`src/rtl/usb_uart_tx_arb.sv`:
```
// usb_uart_tx_arb: round-robin arbiter that merges NUM_SRC byte streams into one usb_uart TX port.
// Optional idle-timeout release of a stalled owner is compiled in with `define USB_TX_ARB_TIMEOUT_EN.
module usb_uart_tx_arb #(
  parameter int NUM_SRC      = 3,
  parameter int MAX_BURST    = 64,
  parameter int IDLE_TIMEOUT = 16
) (
  input  logic                 clk_48mhz,
  input  logic                 reset_n,
  input  logic [8*NUM_SRC-1:0] src_data,
  input  logic [NUM_SRC-1:0]   src_valid,
  input  logic [NUM_SRC-1:0]   src_last,
  output logic [NUM_SRC-1:0]   src_ready,
  output logic [7:0]           uart_in_data,
  output logic                 uart_in_valid,
  input  logic                 uart_in_ready,
  output logic [1:0]           grant_id,
  output logic                 busy
);

  typedef enum logic {
    ST_IDLE  = 1'b0,
    ST_GRANT = 1'b1
  } state_e;

  state_e     state_q, state_d;
  logic [1:0] rr_ptr_q, rr_ptr_d;
  logic [1:0] owner_q, owner_d;
  logic [7:0] burst_cnt_q, burst_cnt_d;
  logic [7:0] out_data_q, out_data_d;
  logic       out_valid_q, out_valid_d;

  logic [7:0] src_byte [NUM_SRC];
  logic       owner_valid;
  logic       owner_last;
  logic       room;
  logic       accept;
  logic       burst_hit;
  logic       timeout_hit;
  logic       any_req;
  logic [1:0] pick;
  logic [1:0] owner_next_ptr;
  logic [8:0] burst_inc;

  for (genvar g = 0; g < NUM_SRC; g++) begin : g_src_byte
    assign src_byte[g] = src_data[8*g +: 8];
  end

  // First requester at or after ptr, scanning upward and wrapping at NUM_SRC.
  function automatic logic [1:0] rr_pick(input logic [NUM_SRC-1:0] req, input logic [1:0] ptr);
    logic [1:0] sel;
    logic [1:0] idx;
    logic       found;
    sel   = ptr;
    found = 1'b0;
    for (int k = 0; k < NUM_SRC; k++) begin
      idx = 2'((int'(ptr) + k) % NUM_SRC);
      if (!found && req[idx]) begin
        sel   = idx;
        found = 1'b1;
      end
    end
    return sel;
  endfunction

  assign any_req        = |src_valid;
  assign pick           = rr_pick(src_valid, rr_ptr_q);
  assign owner_valid    = src_valid[owner_q];
  assign owner_last     = src_last[owner_q];
  // The output register can take a new byte when empty or being drained this same cycle.
  assign room           = !out_valid_q || uart_in_ready;
  assign accept         = (state_q == ST_GRANT) && owner_valid && room;
  assign burst_inc      = {1'b0, burst_cnt_q} + 9'd1;
  assign burst_hit      = (burst_inc == 9'(MAX_BURST));
  assign owner_next_ptr = (owner_q == 2'(NUM_SRC - 1)) ? 2'd0 : owner_q + 2'd1;

`ifdef USB_TX_ARB_TIMEOUT_EN
  logic [7:0] idle_cnt_q, idle_cnt_d;
  logic [8:0] idle_inc;

  assign idle_inc = {1'b0, idle_cnt_q} + 9'd1;

  // Counts grant cycles in which the owner has nothing to offer; any accepted byte restarts it.
  always_comb begin
    idle_cnt_d  = idle_cnt_q;
    timeout_hit = 1'b0;
    if (state_q != ST_GRANT) begin
      idle_cnt_d = '0;
    end else if (accept) begin
      idle_cnt_d = '0;
    end else if (!owner_valid) begin
      idle_cnt_d  = idle_inc[7:0];
      timeout_hit = (idle_inc == 9'(IDLE_TIMEOUT));
    end
  end

  always_ff @(posedge clk_48mhz or negedge reset_n) begin
    if (!reset_n) begin
      idle_cnt_q <= '0;
    end else begin
      idle_cnt_q <= idle_cnt_d;
    end
  end
`else
  assign timeout_hit = 1'b0;
`endif

  always_comb begin
    // NOTE: every signal written here gets a default first, so no path can infer a latch.
    state_d     = state_q;
    rr_ptr_d    = rr_ptr_q;
    owner_d     = owner_q;
    burst_cnt_d = burst_cnt_q;
    out_data_d  = out_data_q;
    out_valid_d = out_valid_q;
    src_ready   = '0;

    if (out_valid_q && uart_in_ready) begin
      out_valid_d = 1'b0;
    end

    unique case (state_q)
      ST_IDLE: begin
        if (any_req) begin
          owner_d     = pick;
          burst_cnt_d = '0;
          state_d     = ST_GRANT;
        end
      end
      ST_GRANT: begin
        src_ready[owner_q] = room;
        if (accept) begin
          out_data_d  = src_byte[owner_q];
          out_valid_d = 1'b1;
          burst_cnt_d = burst_inc[7:0];
        end
        // A held byte is never dropped on release: it keeps draining while IDLE re-arbitrates.
        if ((accept && (owner_last || burst_hit)) || timeout_hit) begin
          state_d  = ST_IDLE;
          rr_ptr_d = owner_next_ptr;
        end
      end
      default: state_d = ST_IDLE;
    endcase
  end

  // NOTE: state uses non-blocking assignments so every register samples pre-edge values.
  always_ff @(posedge clk_48mhz or negedge reset_n) begin
    if (!reset_n) begin
      state_q     <= ST_IDLE;
      rr_ptr_q    <= '0;
      owner_q     <= '0;
      burst_cnt_q <= '0;
      out_data_q  <= '0;
      out_valid_q <= 1'b0;
    end else begin
      state_q     <= state_d;
      rr_ptr_q    <= rr_ptr_d;
      owner_q     <= owner_d;
      burst_cnt_q <= burst_cnt_d;
      out_data_q  <= out_data_d;
      out_valid_q <= out_valid_d;
    end
  end

  assign busy          = (state_q == ST_GRANT);
  assign grant_id      = busy ? owner_q : 2'd0;
  assign uart_in_data  = out_data_q;
  assign uart_in_valid = out_valid_q;

endmodule
```
`config.mk`:
```
export PLATFORM = sky130hd
export DESIGN_NAME = usb_uart_tx_arb
export DESIGN_NICKNAME = d
export VERILOG_FILES = /design/src/rtl/usb_uart_tx_arb.sv
export SDC_FILE = /design/constraint.sdc
export NUM_CORES = 1
export LEC_CHECK = 0
export ABC_AREA = 1
export BUFFER_PORTS_ARGS = -buffer_cell sky130_fd_sc_hd__buf_2
export CORE_ASPECT_RATIO = 1.75
export CORE_MARGIN = 2
export CORE_UTILIZATION = 50
export DETAILED_ROUTE_END_ITERATION = 10
export GPL_ROUTABILITY_DRIVEN = 0
export PLACE_DENSITY = 0.77
export REMOVE_ABC_BUFFERS = 1
export SYNTH_ARGS = -nofsm -noshare
export SYNTH_HDL_FRONTEND = slang
export SYNTH_SLANG_ARGS = --single-unit
```
`constraint.sdc`:
```
create_clock -name clk_48mhz -period 4.4 [get_ports clk_48mhz]
set_input_delay 0.22 -clock clk_48mhz [delete_from_list [all_inputs] [get_ports clk_48mhz]]
set_output_delay 0.22 -clock clk_48mhz [all_outputs]
set_load 0.05 [all_outputs]
```
# After elaboration in Yosys (flattened, before gate mapping)
# Cells that the tools add are included.
# Widths: inputs -> output; s select.
[classes]
n_addsub = 4
n_mul = 0
div_mod_pow = 3
order_cmp = 6
eq_ne = 4
shift = 0
mux = 32
bitwise_logic = 3
reduce_logical = 17
[ops]
columns = ["cell", "count"]
rows = [
  ["$mod 32x3->32 const B", 2],
  ["$mod 3x3->32 const B", 1],
  ["$mux 8", 4],
  ["$bmux 8 s2", 1],
  ["$pmux 8 s2", 1],
  ["$mux 1", 13],
  ["$lt 2x3->1 const B", 4],
  ["$bmux 1 s2", 5],
  ["$mux 2", 5],
  ["$add 8x1->9 const B", 1],
  ["$eq 9x7->1 const B", 1],
  ["$reduce_and 2->1", 4],
  ["$logic_and 1x1->1", 7],
  ["$add 2x1->3 const B", 1],
  ["$add 2x2->3 const B", 1],
  ["$and 3x3->3", 1],
  ["$ge 3x3->1 const B", 1],
  ["$logic_not 1->1", 3],
  ["$mux 3", 1],
  ["$not 2->3", 1],
  ["$reduce_or 3->1", 1],
  ["$add 2x1->2 const B", 1],
  ["$demux 1 s2", 1],
  ["$eq 2x2->1 const B", 1],
  ["other kinds (6)", 7],
]
[word_totals]
regBits = 22
latchBits = 0
ram_bits = 0
romBits = 0
inputBits = 33
n_memories = 0

# Longest topological paths before layout
# Gate-level depths: netlist (run 1).
[depth]
ltp_word = 10
ltp_mapped = 13

# Least setup slack after synthesis (run 1)
# OpenSTA, ideal clock, no wires.
[synth_timing]
path_type = "register -> output"
start = "register state_q (netlist: busy)"
end = "output src_ready[2]"
arrival_time_ps = 2130
setup_slack_ps = 2050
stages_incl_launch_ff = 5
cell_sequence = "dfrtp_1 inv_1 nor2_1 inv_1 nor3_1"
[synth_between]
elab_chain_len = 1
[synth_lines]
columns = ["item", "line_no", "text"]
rows = [
  ["start: declaration", "26", "state_e state_q, state_d;"],
  ["start signal: assignment", "157", "state_q <= state_d;"],
  ["$mux 3", "122", "unique case (state_q)"],
  ["end: declaration", "13", "output logic [NUM_SRC-1:0] src_ready,"],
]
# Every way passes these cells.

# Worst setup path after layout (run 1)
[layout_timing]
start = "register owner_q[0]"
end = "output src_ready[0]"
[layout_between]
elab_chain_len = 6
word_cells_on_any_way = 7
classes_between = "2 x order compare; 3 x mux; 1 x bitwise; 1 x reduce/logical"
[layout_lines]
columns = ["item", "line_no", "text"]
rows = [
  ["start: declaration", "28", "logic [1:0] owner_q, owner_d;"],
  ["start signal: assignment", "159", "owner_q <= owner_d;"],
  ["$lt 2x3->1 (implied by the code) / $ge 2x1->1 (equally long branches)", "131", "src_ready[owner_q] = room;"],
  ["$logic_and 1x1->1 (implied by the code)", "131", ""],
  ["$mux 1 (implied by the code)", "131", ""],
  ["$demux 1 s2 (*)", "131", ""],
  ["$and 3x3->3 (no source line) (*)", "-", ""],
  ["$mux 3 (*)", "122", ""],
]
# Mark *: on every way between the ends. The rest lies on a longest branch, timed or not.

==> metrics.cfg, run 1 <==
[status]
status = finished, final reports clean

[placement]
dp_hpwl_um = 2940
port_buffers = 47
placed_area_um2 = 1730
dp.cells = 296

[cells_and_area]
fin_area_um2 = 1780
final_core_util_pct = 61.4
final_common_cell = nand2_1
diodes = 0
drive_above_1_share_pct = 23.2
finalNonFillerCells = 300
area_delta_synth_final_pct = 19.1
final_cell_mix = 99 x nand2_1, 47 x buf_2, 27 x inv_1
nets = 311

[clocking]
clock-sinks = 22
cts_buffers = 3
path_clk_slew_ps = 80
cts_setup_buffers = 0
worstSkewPairLatency_ps = 260
cts_max_level = 1
cts_buffer_depth = 2
cts_tree = yes
cts_root_buf = clkbuf_8

[power_and_ir_drop]
peakVddDrop_mv = 0.409
p_leak_nw = 1.02
power_mw = 1.27
pwr_density_cell_nw_per_um2 = 716

[timing]
hold_viol_final = 0
finalSetupViolations = 0
fin_crit_ps = 1890
max_freq_mhz = 528
worst_pin_slew_ps = 487
period_share_pct = 43.0
rsz0062_at_grt = no
max_slew_margin_pct = 67.5
skew_ps = 5.27
slew_violations = 0
fin_setup_tns_ps = 0

[hold_path]
min_path_type = primary input to flop

[setup_path]
worstPathMaxFanout = 11
crit_type = flop to output port
cp.required_ps = 4180
path_cells = nor2_2 > inv_1 > nor2_1 > buf_2
max_stage_delay_ps = 460
arrival_ps = 1670
slowest_stage = dfrtp_1
cp-end-kind = output port
crit_family = simple AND/OR/NAND/NOR gates
critPathLaunchType = flop
critPathBufInv = 2

[yosys]
synth.area.top_cells = dfrtp_1 37%, nand2_1 25%, nand3_1 7.4%, inv_1 6.8%, o21ai_0 3.7%
yosysWarnings = 0
syn-mean-instance-area_um2 = 6.66
yosysSeqAreaShare_pct = 36.9
yosys_most_used_dff = dfrtp_1
ys_types = 26
ys_seq_elements = 22
synth_top_area_share_pct = 36.9
async_flop_share_pct = 100
synth_cells = 224
syn-cell-area_um2 = 1490
synth_edf_count = 0
synth_top_area_cell = dfrtp_1

[drt]
via_count = 1561
final_antenna_net_count = 0
drt_iter0_markers = 42
wl_um = 3700
vias_per_cell = 5.20
routedWlPerCell_um = 12.3
route.detailed.drc = 0
firstDrtPassIters = 4

[grt]
overflow = 0
first_global_vias = 1420
grt_max_degree = 23
grt_pass1_wl_um = 6010
antenna_found_initial = 0
gr-usage-all-layers_pct = 22.6

[floorplan]
io_pins = 48
die_y_um = 76.3
core_um2 = 2900
rows = 26
start_util_pct = 51.5
die_width_um = 45.3
dieArea_um2 = 3450

[run]
maxCapViolCount = 0

==> where the power goes <==
group | switching (mW) | internal (mW)
logic | 0.590 | 0.217
registers | 0.0667 | 0.276
clock network | 0.0626 | 0.0611
==> per-stage QoR <==
stage	hold WS, ps	setup WS (ps)
2_1_floorplan	-75.6	2050
3_3_place_gp	210	2630
3_5_place_dp	211	2570
4_1_cts	158	2530
5_1_grt	153	2410
6_report	165	2510
==> state kept, by name (all words and copies together) (netlist names) <==
name and count:
burst_cnt_q 8, uart_in_data 8, owner_q 2, rr_ptr_q 2, busy 1, uart_in_valid 1
==> cells by family (layout without fill, tap and decap cells) <==
family	after synthesis	after routing	synth area share [%]
AND/OR/NAND/NOR	146	146	41.2
buffers and inverters	32	80	9.90
flip-flops	22	22	36.9
AO/OA/AOI/OAI	20	20	8.64
adder cells (fa/ha/maj)	4	4	3.36
==> final timing paths <==
check	from	to	slack (ps)	cells past startpoint
worst max-delay path	owner_q[0]	src_ready[0]	2510	4
worst min-delay path	uart_in_ready	uart_in_valid	160	2
worst max register to register	owner_q[0]	rr_ptr_q[1]	2560	8
worst min register to register	uart_in_data[6]	uart_in_data[6]	470	2
max in group asynchronous	reset_n	uart_in_data[1]	3620	2
min in group asynchronous	reset_n	burst_cnt_q[6]	450	2
==> worst reg2reg max path, stage by stage (launching register included) <==
cell      delay, ps
dfrtp_1         460
nor2_2          390
inv_1           120
o221ai_2        200
nand2_4         160
inv_4           200
nand2_2          90
nand2_1          60
nand2_1          40
==> cells in the mapped netlist, types with 2 or more instances <==
cell type	instances
inv_1	27
nor2_1	13
ha_1	4
nand2_1	99
nand3_1	22
nand4_1	3
dfrtp_1	22
nand2_2	5
o21ai_0	11
a31oi_1	2
==> layer usage <==
metal | vias to the layer above | track usage (%) | routed length (µm)
met5 | - | 0 | 0
met4 | 0 | 8.82 | 95
met3 | 6 | 1.18 | 106
met2 | 36 | 41.1 | 2000
met1 | 717 | 25.6 | 1500
li1 | 802 | - | -
==> layout make-up <==
cell class,count,area (µm²)
clock buffer,3,41.3
fill,287,1120
inverter,29,111
multi-input combinational,170,793
sequential,22,551
tap,28,35.0
timing repair buffer,48,245
==> what timing repair did <==
action                                 4_1_cts  5_1_grt
gates resized for setup                      0        0
hold buffers                                 1        0
endpoints found under the hold margin       22        0
Note: power is estimated with default switching activity, not from simulation.
==> run 2: changes to the inputs <==
--- a/config.mk
+++ b/config.mk
@@ -9,10 +9,10 @@
 export BUFFER_PORTS_ARGS = -buffer_cell sky130_fd_sc_hd__buf_2
 export CORE_ASPECT_RATIO = 1.75
 export CORE_MARGIN = 2
-export CORE_UTILIZATION = 50
+export CORE_UTILIZATION = 45
 export DETAILED_ROUTE_END_ITERATION = 10
 export GPL_ROUTABILITY_DRIVEN = 0
-export PLACE_DENSITY = 0.77
+export PLACE_DENSITY = 0.73
 export REMOVE_ABC_BUFFERS = 1
 export SYNTH_ARGS = -nofsm -noshare
 export SYNTH_HDL_FRONTEND = slang
==> constraint.sdc (replaced) <==
create_clock -name clk_48mhz -period 1.5 [get_ports clk_48mhz]
set_input_delay 0.075 -clock clk_48mhz [delete_from_list [all_inputs] [get_ports clk_48mhz]]
set_output_delay 0.075 -clock clk_48mhz [all_outputs]
set_load 0.05 [all_outputs]
==> run 2 against run 1 <==
The flow now finishes with violations (setup timing). Global-route usage is 0.11 points higher. Cell count is 13% higher. Utilization rose by 5.1 points. Clock power rose to 4.5 times the previous value. Die area is 10% higher. Highest routed layer unchanged.
==> metrics.cfg, run 2 (same netlist as run 1, synthesis figures left out) <==
[cells_and_area]
final_common_cell = nand2_1
ff_latch_area_um2 = 557  ; +1.1%
nFillCells = 283  ; -1.4%
drive_above_1_share_pct = 37.5  ; +14 points
nets = 334  ; +7.4%
multi_input_area_um2 = 865  ; +9.0%
area_delta_synth_final_pct = 39.9
finalNonFillerCells = 339  ; +13%
diodes = 0  ; unchanged
final_cell_mix = 92 x nand2_1, 45 x buf_2, 24 x buf_4

[grt]
gr-usage-all-layers_pct = 22.7  ; +0.11 points
first_global_vias = 1578  ; +11%
antenna_found_initial = 0  ; unchanged
overflow = 0  ; unchanged
grt_pass1_wl_um = 6460  ; +7.5%
grt_max_degree = 23  ; unchanged

[power_and_ir_drop]
peakVddDrop_mv = 1.60  ; +290%
p_leak_nw = 1.15  ; +12%
pwr_density_cell_nw_per_um2 = 2180  ; +200%

[clocking]
cts_buffer_depth = 2  ; unchanged
cts_root_buf = clkbuf_8
path_clk_slew_ps = 90  ; about the same
cts_tree = yes
clock-sinks = 22  ; unchanged
cts_buffers = 3  ; unchanged
worstSkewPairLatency_ps = 260  ; about the same
cts_max_level = 1  ; unchanged

[floorplan]
rows = 27  ; +3.8%
dieArea_um2 = 3810  ; +10%
core_um2 = 3140  ; +8.5%
die_y_um = 80.2  ; +5.1%
io_pins = 48  ; unchanged
start_util_pct = 47.5  ; -4.0 points
die_width_um = 47.5  ; +4.9%

[run]
maxCapViolCount = 0  ; unchanged

[setup_path]
slowest_stage = dfrtp_2
critPathLaunchType = flop
cp.required_ps = 1670  ; -2510 ps
crit_type = flop to flop
worstPathMaxFanout = 4  ; -7
path_cells = inv_2 > ha_4 > inv_4 > nand2_2 > nand2_1 > nand2_1 > nand2_1 > nand2_2 > inv_2 > nand2_2 > nand4_1 > nand2_1 > nand2_1
crit_top_cell = nand2_1
critPathBufInv = 3  ; +1
max_stage_delay_ps = 440  ; -20 ps
arrival_ps = 1680  ; about the same
cp-end-kind = flop
crit_family = simple AND/OR/NAND/NOR gates

[hold_path]
min_path_type = primary input to flop

[timing]
max_slew_margin_pct = 67.3  ; -0.17 points
worst_pin_slew_ps = 490  ; +2.48 ps
period_share_pct = 101
slew_violations = 0  ; unchanged
fin_crit_ps = 1520
rsz0062_at_grt = yes
skew_ps = 4.37  ; -0.898 ps
max_freq_mhz = 658
layout_setup_ws_ps = -19.0  ; -2520 ps
finalSetupViolations = 2  ; +2
fin_setup_tns_ps = -27.0  ; -27.0 ps
hold_viol_final = 0  ; unchanged

[drt]
routedWlPerCell_um = 11.7  ; -5.2%
vias_per_cell = 4.95  ; -4.9%
via_count = 1677  ; +7.4%
wl_um = 3960  ; +7.1%
final_antenna_net_count = 0  ; unchanged
firstDrtPassIters = 4  ; unchanged
route.detailed.drc = 0  ; unchanged
drt_iter0_markers = 32  ; -24%

[status]
status = complete, but fails checks
violations = setup timing

[placement]
dp_hpwl_um = 3060  ; +4.3%
port_buffers = 47  ; unchanged
dp.cells = 331  ; +12%

[run 2: changes by cell type in the layout (fill, tap and decap cells not counted), sizes merged]
cell and delta:
buf +23, bufinv +1
[run 2: per-layer routing]
| metal | routed length, µm | track usage [%] | part of all wire (%) | up-vias |
|---|---|---|---|---|
| met5 | 0 | 0 | 0 | - |
| met4 | 121 | 9.72 | 3.1 | 0 |
| met3 | 94 | 1.12 | 2.4 | 12 |
| met2 | 2210 | 40.5 | 56 | 41 |
| met1 | 1540 | 26.0 | 39 | 775 |
| li1 | - | - | - | 849 |
[run 2: through the flow]
step                worst slack [ps]  hold slack [ps]  instance area, µm²  total power [mW]  util (%)
floorplan                       -705             -221                1460              2.81         -
global placement               -75.7             63.0                1890              3.69      60.3
detailed placement              -137             69.1                1890              3.72      60.3
CTS                            -25.8             5.84                2010              4.40      64.0
global route                    -164             34.2                2090              4.90      66.4
finish                         -19.0             3.97                2090              4.55      66.4
[run 2: worst reg2reg max path, cell delays in order (launching register included)]
cell and delay [ps]:
dfrtp_2 440, inv_2 60, ha_4 280, inv_4 40, nand2_2 40, nand2_1 40
nand2_1 70, nand2_1 70, nand2_2 90, inv_2 50, nand2_2 60, nand4_1 70
nand2_1 60, nand2_1 40
[run 2: timing repair]
item / 4_1_cts / 5_1_grt
endpoints found under the setup margin: 6 / 16
buffers inserted: 0 / 3
endpoints found under the hold margin: 22 / 0
pin swaps: 5 / 16
hold buffers: 1 / 0
resized for setup: 14 / 20
[run 2: worst paths after layout]
path / startpoint / endpoint / slack (ps) / cells past startpoint
worst max register to register: rr_ptr_q[0] / owner_q[0] / -20 / 13
min in group asynchronous: reset_n / uart_in_valid / 320 / 2
max in group asynchronous: reset_n / burst_cnt_q[2] / 820 / 2
worst min register to register: uart_in_data[3] / uart_in_data[3] / 480 / 2
worst min-delay path: uart_in_ready / uart_in_valid / 4 / 2
worst max-delay path: rr_ptr_q[0] / owner_q[0] / -20 / 13
[run 2: cell type report]
type / instances / share of cell area, %
clock buffers: 3 / 1.98
clock inverters: 1 / 1.44
inverters: 29 / 5.46
multi-input cells: 170 / 41.4
flip-flops and latches: 22 / 26.7
well taps: 43 / 2.58
repair buffers: 71 / 20.4
[run 2: report_power, final]
part	switching [mW]	internal, mW
clock	0.205	0.357
sequential	0.178	0.819
combinational	1.93	1.06
